## config.mk

```make
export PLATFORM = sky130hd
export DESIGN_NAME = queue_reader
export DESIGN_NICKNAME = d
export VERILOG_FILES = /design/src/rtl/queue_reader.sv
export SDC_FILE = /design/constraint.sdc
export NUM_CORES = 1
export LEC_CHECK = 0
export ABC_CLOCK_PERIOD_IN_PS = 3400
export CORE_UTILIZATION = 31
export CTS_CLUSTER_SIZE = 30
export DETAILED_ROUTE_END_ITERATION = 7
export RECOVER_POWER = 25
export SYNTH_ARGS = -nofsm -noshare
export SYNTH_HDL_FRONTEND = slang
export SYNTH_SLANG_ARGS = --single-unit
```

## constraint.sdc

```tcl
create_clock -name clk_10khz -period 3.4 [get_ports clk_10khz]
set_input_delay 0.68 -clock clk_10khz [delete_from_list [all_inputs] [get_ports clk_10khz]]
set_output_delay 0.68 -clock clk_10khz [all_outputs]
set_load 0.01 [all_outputs]
```

## src/rtl/queue_reader.sv

```systemverilog
// queue_reader: consumer-side controller for the 8-deep byte queue.
// Drains the queue in bursts, starting when occupancy reaches THRESHOLD or
// when a partial fill has sat idle for FLUSH_CYCLES. Each dequeued byte is
// captured and offered downstream over a valid/ready handshake.
module queue_reader #(
   parameter int THRESHOLD    = 4,
   parameter int FLUSH_CYCLES = 200
) (
   input  logic       clk_10khz,
   input  logic       reset,
   input  logic [3:0] len_in,
   input  logic [7:0] data_in,
   output logic       dequeue_out,
   output logic [7:0] out_data,
   output logic       out_valid,
   input  logic       out_ready,
   output logic [7:0] word_count,
   output logic       busy
);

   localparam logic [3:0]  THRESH    = 4'(THRESHOLD);
   localparam logic [15:0] FLUSH_MAX = 16'(FLUSH_CYCLES);
   localparam bit          FLUSH_EN  = (FLUSH_CYCLES != 0);

   typedef enum logic [1:0] {
      IDLE = 2'd0,
      REQ  = 2'd1,
      CAPT = 2'd2,
      HOLD = 2'd3
   } state_t;

   state_t      state;
   state_t      state_nxt;
   logic [15:0] flush_cnt;
   logic [15:0] flush_cnt_nxt;

   logic        queue_empty;
   logic        over_thresh;
   logic        partial;
   logic        flush_due;
   logic        start;
   logic        handshake;

   logic [7:0]  data_nxt;
   logic        valid_nxt;
   logic [7:0]  count_nxt;

   // Saturating increment; the flush timer parks at its limit instead of wrapping.
   function automatic logic [15:0] sat_inc(input logic [15:0] value,
                                           input logic [15:0] limit);
      sat_inc = (value >= limit) ? value : value + 16'd1;
   endfunction

   // Decode queue occupancy into burst start conditions.
   always_comb begin
      queue_empty = (len_in == 4'd0);
      over_thresh = (len_in >= THRESH);
      partial     = !queue_empty && !over_thresh;
      flush_due   = FLUSH_EN && !queue_empty && (flush_cnt == FLUSH_MAX);
      // A burst never starts on an empty queue, whatever the parameters.
      start       = !queue_empty && (over_thresh || flush_due);
      handshake   = out_valid && out_ready;
   end

   // Next-state logic and the single-cycle dequeue strobe.
   always_comb begin
      state_nxt   = state;
      dequeue_out = 1'b0;
      unique case (state)
         IDLE: begin
            if (start) begin
               state_nxt = REQ;
            end
         end
         REQ: begin
            dequeue_out = 1'b1;
            state_nxt   = CAPT;
         end
         CAPT: begin
            state_nxt = HOLD;
         end
         HOLD: begin
            // Keep draining while anything is left, including bytes enqueued mid-burst.
            if (handshake) begin
               state_nxt = queue_empty ? IDLE : REQ;
            end
         end
         default: begin
            state_nxt = IDLE;
         end
      endcase
   end

   // Flush timer counts idle cycles with a partial fill; anything else clears it.
   always_comb begin
      flush_cnt_nxt = 16'd0;
      if ((state == IDLE) && partial) begin
         flush_cnt_nxt = sat_inc(flush_cnt, FLUSH_MAX);
      end
   end

   // Output register updates: capture one cycle after the dequeue, release on handshake.
   always_comb begin
      data_nxt  = out_data;
      valid_nxt = out_valid;
      count_nxt = word_count;
      if (state == CAPT) begin
         data_nxt  = data_in;
         valid_nxt = 1'b1;
      end else if ((state == HOLD) && handshake) begin
         valid_nxt = 1'b0;
         count_nxt = word_count + 8'd1;
      end
   end

   // State and flush timer registers.
   always_ff @(posedge clk_10khz) begin
      if (reset) begin
         state     <= IDLE;
         flush_cnt <= 16'd0;
      end else begin
         state     <= state_nxt;
         flush_cnt <= flush_cnt_nxt;
      end
   end

   // Downstream registers; reset drops any byte still held for delivery.
   always_ff @(posedge clk_10khz) begin
      if (reset) begin
         out_data   <= 8'h00;
         out_valid  <= 1'b0;
         word_count <= 8'h00;
      end else begin
         out_data   <= data_nxt;
         out_valid  <= valid_nxt;
         word_count <= count_nxt;
      end
   end

   assign busy = (state != IDLE);

   // Structural invariants of the request/hold sequencing.
   a_no_back_to_back: assert property (@(posedge clk_10khz) disable iff (reset)
      dequeue_out |=> !dequeue_out);
   a_no_dq_while_valid: assert property (@(posedge clk_10khz) disable iff (reset)
      dequeue_out |-> !out_valid);
   a_hold_has_valid: assert property (@(posedge clk_10khz) disable iff (reset)
      (state == HOLD) |-> out_valid);

endmodule

```

Yosys cells after proc, flatten, opt, wreduce, memory -nomap -nowiden
Cells that the tools add are included.

word-level totals
  RAM bits = 0
  memories = 0
  bits in registers = 35
  output and inout port bits = 19
  bits in latches = 0
  input bits = 15
  word-level logic and storage cells = 40
  memory bits (read-only) = 0

operators by class
  multiply operators = 0
  shift operators = 0
  bitwise logic cells = 2
  multiplexer cells = 7
  add/subtract/negate cells = 2
  order comparisons = 2
  equal/unequal tests = 6
  div/mod/pow operators = 0
  reductions and logical operators = 16

operators by type and width
  operator                                              count
  adder 16 x 1 -> 16 bit, second input constant         1
  equality test 16 x 8 -> 1 bit, second input constant  1
  >= comparator 16 x 8 -> 1 bit, second input constant  1
  adder 8 x 1 -> 8 bit, second input constant           1
  case mux 2 bit (4 select lines)                       1
  logical AND 1 bit                                     6
  equality test 2 bit, second input constant            2
  >= comparator 4 x 3 -> 1 bit, second input constant   1
  zero test 4 bit                                       1
  2-to-1 mux 1 bit                                      4
  2-to-1 mux 2 bit                                      2
  != test 2 bit, second input constant                  2
  AND reduction 2 bit                                   2
  nonzero test 2 bit                                    2
  equality test 2 x 1 -> 1 bit, second input constant   1
  zero test 1 bit                                       2
  zero test 2 bit                                       1
  NOT 1 bit                                             2
  OR reduction 2 bit                                    1
  logical OR 1 bit                                      1

Depth between registers and ports, before layout
Gate-level depths: netlist (run 1).

  depth in word-level cells = 7
  gate-level depth with buffers = 7
  gate-level depth less buffers = 6

Worst setup path after synthesis (run 1)
OpenSTA, ideal clock, no wires.

  path type = input port to flip-flop
  start = input len_in[3]
  end = register flush_cnt[4]
  data required time = 3.341 ns
  setup slack = 1.651 ns
  stages on the path = 4
  data arrival time = 1.690 ns
  library setup time = 0.059 ns
  buffers on the path = 0
  cell sequence = nor3b_2 o211ai_1 or4_1 nand2_1

on the way
  cells in the longest elaborated chain, start to end = 6
  elaborated cells between the ends (all ways) = 8
  those cells by class = order compare: 1; bitwise: 1; reduce/logical: 6

RTL lines
  element                                                          RTL line  RTL
  from (decl)                                                      11        input logic [3:0] len_in,
  >= comparator 4 x 3 -> 1 bit or zero test 4 bit (tied branches)  57, 56
  zero test 1 bit                                                  58        partial = !queue_empty && !over_thresh;
  logical AND 1 bit *                                              58
  logical AND 1 bit *                                              97        if ((state == IDLE) && partial) begin
  NOT 1 bit (no source line) *                                     n/a
  OR reduction 2 bit (no source line) *                            n/a
  to (signal assigned)                                             123       flush_cnt <= flush_cnt_nxt;
  to (decl)                                                        34        logic [15:0] flush_cnt;

Mark *: on every way between the ends. The rest lies on a longest branch, timed or not.
A chain may end at the register's enable or synchronous reset.

Final worst setup path (run 1)
Ends and elaborated chain as after synthesis.

==> run summary, run 1 <==
Chip width -> 73.2 um
GRT Residual Overflow -> 0
Total GRT Usage -> 13.0%
Setup_tns -> 0 ns
Max Fclk -> 415 MHz
Clock share of power -> 31.6%
Most common cell after layout, fill and taps aside -> dfxtp_1
Post-synth EDFFs -> 0
Gate power share -> 26.9%
Worst path slowest cell -> dlygate4sd3_1
Worst Tran Pin Value -> 0.537 ns
Async SR Flop Fraction -> 0%
CTS Root Cell -> clkbuf_8
Fin. max-slew vios -> 0
Core area -> 0.00479 mm^2
Status -> finished clean
Wire per inst -> 11.5 um
DR DRC count -> 0
Hold Path Cell Cnt -> 2
Antenna Violating Nets Remaining -> 0
PortBufs -> 33
Cell area after synthesis -> 0.00157 mm^2
Cell count after synthesis -> 163
Clk_skew -> 0.00662 ns
Top FF cell, synth -> dfxtp_1
Die area -> 0.00536 mm^2
Site Rows -> 25
Unrepaired setup endpoints after global routing -> false
Pre-CTS WS -> 0.996 ns
Yosys reg bits -> 35
Crit path time final -> 2.41 ns
Synth cell types -> 37
Ports -> 34
Crit path capture type -> flip-flop
Drt first pass iters -> 4
Yosys warns -> 0
Crit-path max cell delay -> 0.56 ns
Worst-path cell chain -> dlygate4sd3_1 -> nor3b_1 -> o211ai_1 -> or4_1 -> nand2_1
H-tree depth -> 2
Antenna violations before repair -> 0
Post-CTS sizing -> 0
Sink Count -> 35
Critical setup path kind -> primary input to flip-flop
Worst R2R Setup Slack -> 1.22 ns
Required time worst endpoint -> 3.63 ns
P_leak -> 0.000744 uW
Final setup fails -> 0
Syn_nets -> 185
CTS tree -> done
NetSw -> 308 uW
ANT cells -> 0
WL final -> 3.05 mm
Critical Path Source Type -> primary input
Post-DR vias/cell -> 4.65
Layout cell share with drive strength beyond 1 -> 6.53%
Max FO, Critical Path -> 6
Syn avg cell area -> 9.64 um^2
Die height -> 73.2 um
Hold_buf cts -> 0
Final Cycle Share -> 70.8%
GPL Wtd Cong -> 0.777
Fin. Hold Viols -> 0
First-pass GRT wire length -> 5.26 mm
Worst hold path type -> flip-flop to flip-flop
Most frequent cells in the layout -> 35 x dfxtp_1, 32 x clkdlybuf4s50_1, 19 x nor2_1
Area growth, synth to finish -> 31.8%
Largest net degree at the start of global routing -> 22
Nets@finish -> 221
Sequential Power Share -> 41.6%
Power Dens Cells -> 546 mW/mm^2
DPL Wire Length -> 2.18 mm
Vias in the first global route -> 1199
R2R cell count -> 6
Rel. slew slack -> 64.2%
Starting Density -> 32.8%
Internal power -> 822 uW
Via count -> 1238
Max VDD drop -> 0.000358 V
Clock tree buffer depth -> 2
Sequential fraction of the synthesis area -> 44.6%
Worst-path clk slew -> 0.07 ns
Clock Latency Late Sink -> 0.29 ns
Maxcap violations -> 0
CP arrival -> 2.64 ns
Cts bufs inserted -> 5
Switching fraction of total power -> 27.3%
Post-CTS setup buffers -> 0
Initial DRC count -> 64
Final setup margin -> 0.992 ns
## logic make-up (layout without fill, tap and decap cells)
| group | Yosys count | after routing | synth area share (%) |
|---|---|---|---|
| buffers and inverters | 12 | 48 | 2.87 |
| muxes | 10 | 10 | 6.37 |
| xor gates and xnor gates | 8 | 8 | 4.46 |
| DFF | 35 | 35 | 44.6 |
| adders and majority gates | 7 | 7 | 5.57 |
| and+or+nand+nor | 67 | 67 | 25.5 |
| AOI/OAI and AO/OA | 24 | 24 | 10.7 |
## per-layer routing
layer	wire (um)	global-route usage (%)	part of all wire, %
met5	0	0	0
met4	76	7.84	2.5
met3	82	3.31	2.7
met2	1310	19.8	43
met1	1580	16.6	52
## power by group through the flow
stage                     combinational [uW]  clock [uW]  sequential, uW
after global routing                     336         382             477
after floorplan                          179           0             484
after global placement                   309           0             480
final                                    304         357             470
after CTS                                310         368             470
after detailed placement                 309           0             479
## cell type report
class                           count  area [um^2]
Fill cell                         460         2710
Inverter                            7         26.3
Sequential cell                    35          701
Timing Repair Buffer               34          338
Tap cell                           67         83.8
Clock buffer                        6         72.6
Multi-Input combinational cell    116          821
Clock inverter                      1         30.0
## flip-flops by register name, summed over array words and instances, names as in the netlist
name / cells
flush_cnt: 16
out_data: 8
word_count: 8
state: 2
out_valid: 1
## synthesized netlist by cell type, types with 2 or more instances
cell	instances	area [um^2]
o211ai_1	3	22.5
or3_1	2	12.5
and2_1	8	50.1
nor4_4	2	42.5
mux2i_1	10	100
o21ai_0	4	20.0
nand4_1	5	31.3
o21a_1	2	15.0
nor4_1	3	18.8
or4_1	2	15.0
nor2_1	19	71.3
nand3_1	6	30.0
ha_1	7	87.6
nand2_1	6	22.5
clkbuf_1	5	18.8
nor3_1	4	20.0
a21oi_1	8	40.0
nor2b_1	2	12.5
inv_1	7	26.3
xor2_1	4	35.0
dfxtp_1	35	701
xnor2_1	4	35.0
## path summary, 6_finish.rpt
| path | startpoint | end |
|---|---|---|
| max | len_in[3] | flush_cnt[4] |
| min | word_count[1] | word_count[1] |
| max reg2reg | state[0] | flush_cnt[4] |
| min reg2reg | word_count[1] | word_count[1] |
## metrics by stage
| step | utilization [%] | hold WS, ns | area (um^2) | std cells | total power [uW] |
|---|---|---|---|---|---|
| after global routing | 43.3 | 0.516 | 2070 | 266 | 1190 |
| after detailed placement | 41.3 | 0.483 | 1970 | 259 | 788 |
| after CTS | 43.4 | 0.495 | 2080 | 266 | 1150 |
| after floorplan | - | 0.482 | 1570 | 163 | 663 |
| after global placement | 41.3 | 0.478 | 1970 | 259 | 789 |
| final | 43.3 | 0.493 | 2070 | 266 | 1130 |
## critical path: cells and delay by family
kind / cells / cell delay (ns)
and+or+nand+nor: 3 / 1.08
buffers and inverters: 1 / 0.56
AOI/OAI and AO/OA: 1 / 0.32
Power figures use the tool's default switching activity.
==> inputs of run 2 (changes only) <==
Settings changed: ABC_CLOCK_PERIOD_IN_PS 3400 to 2400.
Clock period 3.4 ns to 2.4 ns, I/O delays scaled along.
==> run summary, run 2 (synthesis results as in run 1) <==
Status -> finished clean
Layout cell share with drive strength beyond 1 -> 8.87% (+2.3 points)
Worst Tran Pin Value -> 0.582 ns (+0.0448 ns)
Most common cell after layout, fill and taps aside -> dfxtp_1
Critical Path End -> busy
Largest regs -> flush_cnt x16, out_data x8, word_count x8
Die height -> 73.2 um (unchanged)
Chip width -> 73.2 um (unchanged)
PnR Total Power -> 1630 uW (+44%)
Nets@finish -> 224 (+1.4%)
Max FO, Critical Path -> 5 (-1)
Setup_tns -> 0 ns (unchanged)
Maxcap violations -> 0 (unchanged)
Fillers -> 452 (-1.7%)
Clock Latency Late Sink -> 0.29 ns (about the same)
Required time worst endpoint -> 1.92 ns (-1.71 ns)
Reg area -> 701 um^2 (unchanged)
Crit path capture type -> output port
Most flop-heavy register -> flush_cnt
Most frequent cells in the layout -> 35 x dfxtp_1, 32 x clkdlybuf4s50_1, 19 x nor2_1
Drt first pass iters -> 4 (unchanged)
Antenna violations before repair -> 0 (unchanged)
Ports -> 34 (unchanged)
CTS Root Cell -> clkbuf_8
H-tree depth -> 2 (unchanged)
Final Cycle Share -> 88.2%
Critical Path Source Type -> flip-flop
P_leak -> 0.000766 uW (+2.9%)
Worst-path clk slew -> 0.08 ns (about the same)
Post-CTS setup buffers -> 0 (unchanged)
Critical setup path kind -> flip-flop to output port
Critical R2R Launch -> state[0]
Max Fclk -> 472 MHz
First-pass GRT wire length -> 5.47 mm (+3.9%)
GRT Residual Overflow -> 0 (unchanged)
Wire per inst -> 11.6 um (+1.6%)
Cell Area, Placed -> 0.00200 mm^2 (+1.1%)
Initial DRC count -> 58 (-9.4%)
Design area -> 0.00211 mm^2 (+1.6%)
Starting Density -> 32.8% (unchanged)
WL final -> 3.14 mm (+3.1%)
Unrepaired setup endpoints after global routing -> false
Vias in the first global route -> 1168 (-2.6%)
Antenna Violating Nets Remaining -> 0 (unchanged)
ANT cells -> 0 (unchanged)
Hold_buf cts -> 0 (unchanged)
Core area -> 0.00479 mm^2 (unchanged)
Die area -> 0.00536 mm^2 (unchanged)
PortBufs -> 33 (unchanged)
Crit path time final -> 2.12 ns
Post-DR vias/cell -> 4.63 (-0.61%)
Final setup fails -> 0 (unchanged)
Fin. max-slew vios -> 0 (unchanged)
Largest register FFs -> 16 (unchanged)
CTS tree -> done
Via count -> 1249 (+0.89%)
DPL Wire Length -> 2.30 mm (+5.2%)
RR Endpoint -> flush_cnt[4]
Rel. slew slack -> 61.2% (-3.0 points)
Site Rows -> 25 (unchanged)
CP arrival -> 1.64 ns (-1.00 ns)
Post-CTS sizing -> 0 (unchanged)
Crit path from -> state[0]
Cts bufs inserted -> 5 (unchanged)
Total GRT Usage -> 13.4% (+0.38 points)
Power Dens Cells -> 775 mW/mm^2 (+42%)
Largest net degree at the start of global routing -> 13 (-41%)
GPL Wtd Cong -> 0.802 (+3.3%)
Fin. Hold Viols -> 0 (unchanged)
Clock tree buffer depth -> 2 (unchanged)
R2R cell count -> 6 (unchanged)
DR DRC count -> 0 (unchanged)
Clk_skew -> 0.00511 ns (-0.00151 ns)
Sink Count -> 35 (unchanged)
Worst hold path type -> flip-flop to flip-flop
Worst R2R Setup Slack -> 0.55 ns (-0.67 ns)
Footprint of the multi-input gates -> 826 um^2 (+0.61%)
Max VDD drop -> 0.000379 V (+5.9%)
Area growth, synth to finish -> 34.0%
==> run 2: how the worst min path moves through the flow <==
stage,from,to,slack [ns],cells past startpoint
after floorplan,flush_cnt[7],flush_cnt[7],0.48,1
after global placement,out_data[4],out_data[4],0.48,2
after detailed placement,word_count[1],word_count[1],0.49,2
after CTS,word_count[1],word_count[1],0.50,2
after global routing,out_data[3],out_data[3],0.52,2
final,out_data[3],out_data[3],0.49,2
==> run 2: where the power goes <==
group	internal, uW	leakage (uW)	switching, uW	total (uW)
logic	236	0.000425	200	436
registers	628	0.000283	38.6	667
clock network	309	0.0000581	221	530
==> run 2: cell type report <==
type,count,area share (%)
Timing Repair Buffer,37,16.9
Multi-Input combinational cell,116,39.2
Sequential cell,35,33.3
Clock inverter,3,2.08
Inverter,7,1.25
Clock buffer,5,3.27
Tap cell,67,3.98
==> run 2: per-layer routing <==
layer	vias up	global-route usage, %	wire [um]
li1	653	-	-
met3	2	5.11	132
met5	-	0	0
met4	0	3.92	25
met1	576	18.8	1590
met2	18	18.9	1400
==> run 2: metrics by stage <==
step	setup WS (ns)	hold slack [ns]	instances	util [%]
floorplan	0.675	0.482	163	-
global placement	0.285	0.476	262	41.7
detailed placement	0.251	0.487	262	41.7
CTS	0.272	0.501	270	44.1
global route	0.175	0.521	270	44.0
finish	0.283	0.494	270	44.0
==> run 2: critical path, stage by stage (launching register included) <==
cell	delay (ns)
dfxtp_1	0.38
inv_1	0.10
ha_1	0.27
inv_1	0.07
clkdlybuf4s50_1	0.53
==> inputs of run 3 (changes only) <==
Settings changed: PLACE_DENSITY from default to 0.63.
==> run summary, run 3 (synthesis results as in run 1) <==
Status -> finished clean
Starting Density -> 32.8% (unchanged)
Max Fclk -> 474 MHz (+0.25%)
P_leak -> 0.000743 uW (-3.0%)
Wire per inst -> 11.7 um (+0.36%)
First-pass GRT wire length -> 5.27 mm (-3.7%)
DR DRC count -> 0 (unchanged)
PortBufs -> 33 (unchanged)
Total GRT Usage -> 13.0% (-0.38 points)
Site Rows -> 25 (unchanged)
Power Dens Cells -> 718 mW/mm^2 (-7.4%)
Unrepaired setup endpoints after global routing -> false
Core area -> 0.00479 mm^2 (unchanged)
Max VDD drop -> 0.000379 V (about the same)
Worst-path clk slew -> 0.06 ns (-0.02 ns)
Most common cell after layout, fill and taps aside -> dfxtp_1
Worst Tran Pin Value -> 0.631 ns (+0.0484 ns)
Setup_tns -> 0 ns (unchanged)
Antenna Violating Nets Remaining -> 0 (unchanged)
Chip width -> 73.2 um (unchanged)
Largest regs -> flush_cnt x16, out_data x8, word_count x8
Crit path capture type -> output port
Fin. max-slew vios -> 0 (unchanged)
Layout cell share with drive strength beyond 1 -> 6.47% (-2.4 points)
Clock tree buffer depth -> 2 (unchanged)
Most frequent cells in the layout -> 35 x dfxtp_1, 31 x clkdlybuf4s50_1, 19 x nor2_1
GRT Residual Overflow -> 0 (unchanged)
Rel. slew slack -> 58.0% (-3.2 points)
Drt first pass iters -> 4 (unchanged)
Cts bufs inserted -> 5 (unchanged)
Nets@finish -> 224 (unchanged)
Critical setup path kind -> flip-flop to output port
Final Cycle Share -> 88.0% (-0.22 points)
Antenna violations before repair -> 0 (unchanged)
Post-DR vias/cell -> 4.64 (+0.26%)
GPL Wtd Cong -> 0.754 (-6.1%)
DPL Wire Length -> 2.29 mm (-0.22%)
Hold_buf cts -> 0 (unchanged)
Area growth, synth to finish -> 30.9%
Critical Path Source Type -> flip-flop
Sink Count -> 35 (unchanged)
Vias in the first global route -> 1172 (+0.34%)
Fillers -> 467 (+3.3%)
Via count -> 1243 (-0.48%)
CP arrival -> 1.63 ns (about the same)
Final setup fails -> 0 (unchanged)
ANT cells -> 0 (unchanged)
Post-CTS setup buffers -> 0 (unchanged)
Most flop-heavy register -> flush_cnt
CTS Root Cell -> clkbuf_8
Clk_skew -> 0.00430 ns (-0.000809 ns)
Max FO, Critical Path -> 5 (unchanged)
Clock Latency Late Sink -> 0.27 ns (-0.02 ns)
Die height -> 73.2 um (unchanged)
Worst hold path type -> flip-flop to flip-flop
Fin. Hold Viols -> 0 (unchanged)
Initial DRC count -> 38 (-34%)
Final Core Density -> 43.0% (-1.0 points)
Post-CTS sizing -> 0 (unchanged)
H-tree depth -> 2 (unchanged)
Worst R2R Setup Slack -> 0.38 ns (-0.17 ns)
Maxcap violations -> 0 (unchanged)
Ports -> 34 (unchanged)
Required time worst endpoint -> 1.92 ns (about the same)
Largest net degree at the start of global routing -> 12 (-1)
CTS tree -> done
Largest register FFs -> 16 (unchanged)
Crit path time final -> 2.11 ns (-0.00530 ns)
Die area -> 0.00536 mm^2 (unchanged)
WL final -> 3.13 mm (-0.38%)
## run 3: cell types whose count changed in the layout (fill, tap and decap cells not counted), sizes merged
| cell | change |
|---|---|
| dlygate4sd3 | +1 |
| bufinv | -1 |
| clkinv | -2 |
| buf | -1 |
| clkdlybuf4s50 | -1 |
| clkbuf | +2 |
## run 3: stage by stage
step                      hold slack (ns)  instances  instance area [um^2]  worst slack [ns]  total power, uW
after global routing                0.504        268                  2060             0.190             1580
after global placement              0.475        262                  2000             0.282             1130
after detailed placement            0.482        262                  2000             0.202             1120
after CTS                           0.495        268                  2070             0.279             1510
final                               0.489        268                  2060             0.289             1480
after floorplan                     0.482        163                  1570             0.675              939
## run 3: power breakdown
group | switching [uW] | leakage (uW) | internal [uW] | total (uW)
Combinational | 204 | 0.000423 | 232 | 435
Clock | 182 | 0.0000371 | 193 | 375
Sequential | 37.7 | 0.000283 | 629 | 666
Total | 423 | 0.000743 | 1050 | 1480
## run 3: per-layer routing
metal / global-route usage, % / up-vias / wire length (um)
met3: 3.87 / 4 / 112
met5: 0 / - / 0
met2: 17.8 / 22 / 1320
li1: - / 656 / -
met1: 18.2 / 561 / 1650
met4: 7.19 / 0 / 42
## run 3: final cells by class
class	count	area [um^2]	area share [%]
timing repair buffer	37	353	17.2
inverter	7	26.3	1.28
tap	67	83.8	4.08
multi-input combinational	116	821	39.9
clock buffer	6	72.6	3.53
sequential	35	701	34.1
## run 3: worst max-delay path: stages, from the launching register on
cell	delay, ns
dfxtp_1	0.37
inv_1	0.10
ha_1	0.28
inv_1	0.07
clkdlybuf4s50_1	0.53
## run 3: final timing paths
kind | start | to | cells past startpoint
worst max register to register | state[0] | flush_cnt[4] | 6
worst max-delay path | state[0] | busy | 4
worst min register to register | out_data[5] | out_data[5] | 2
worst min-delay path | out_data[5] | out_data[5] | 2
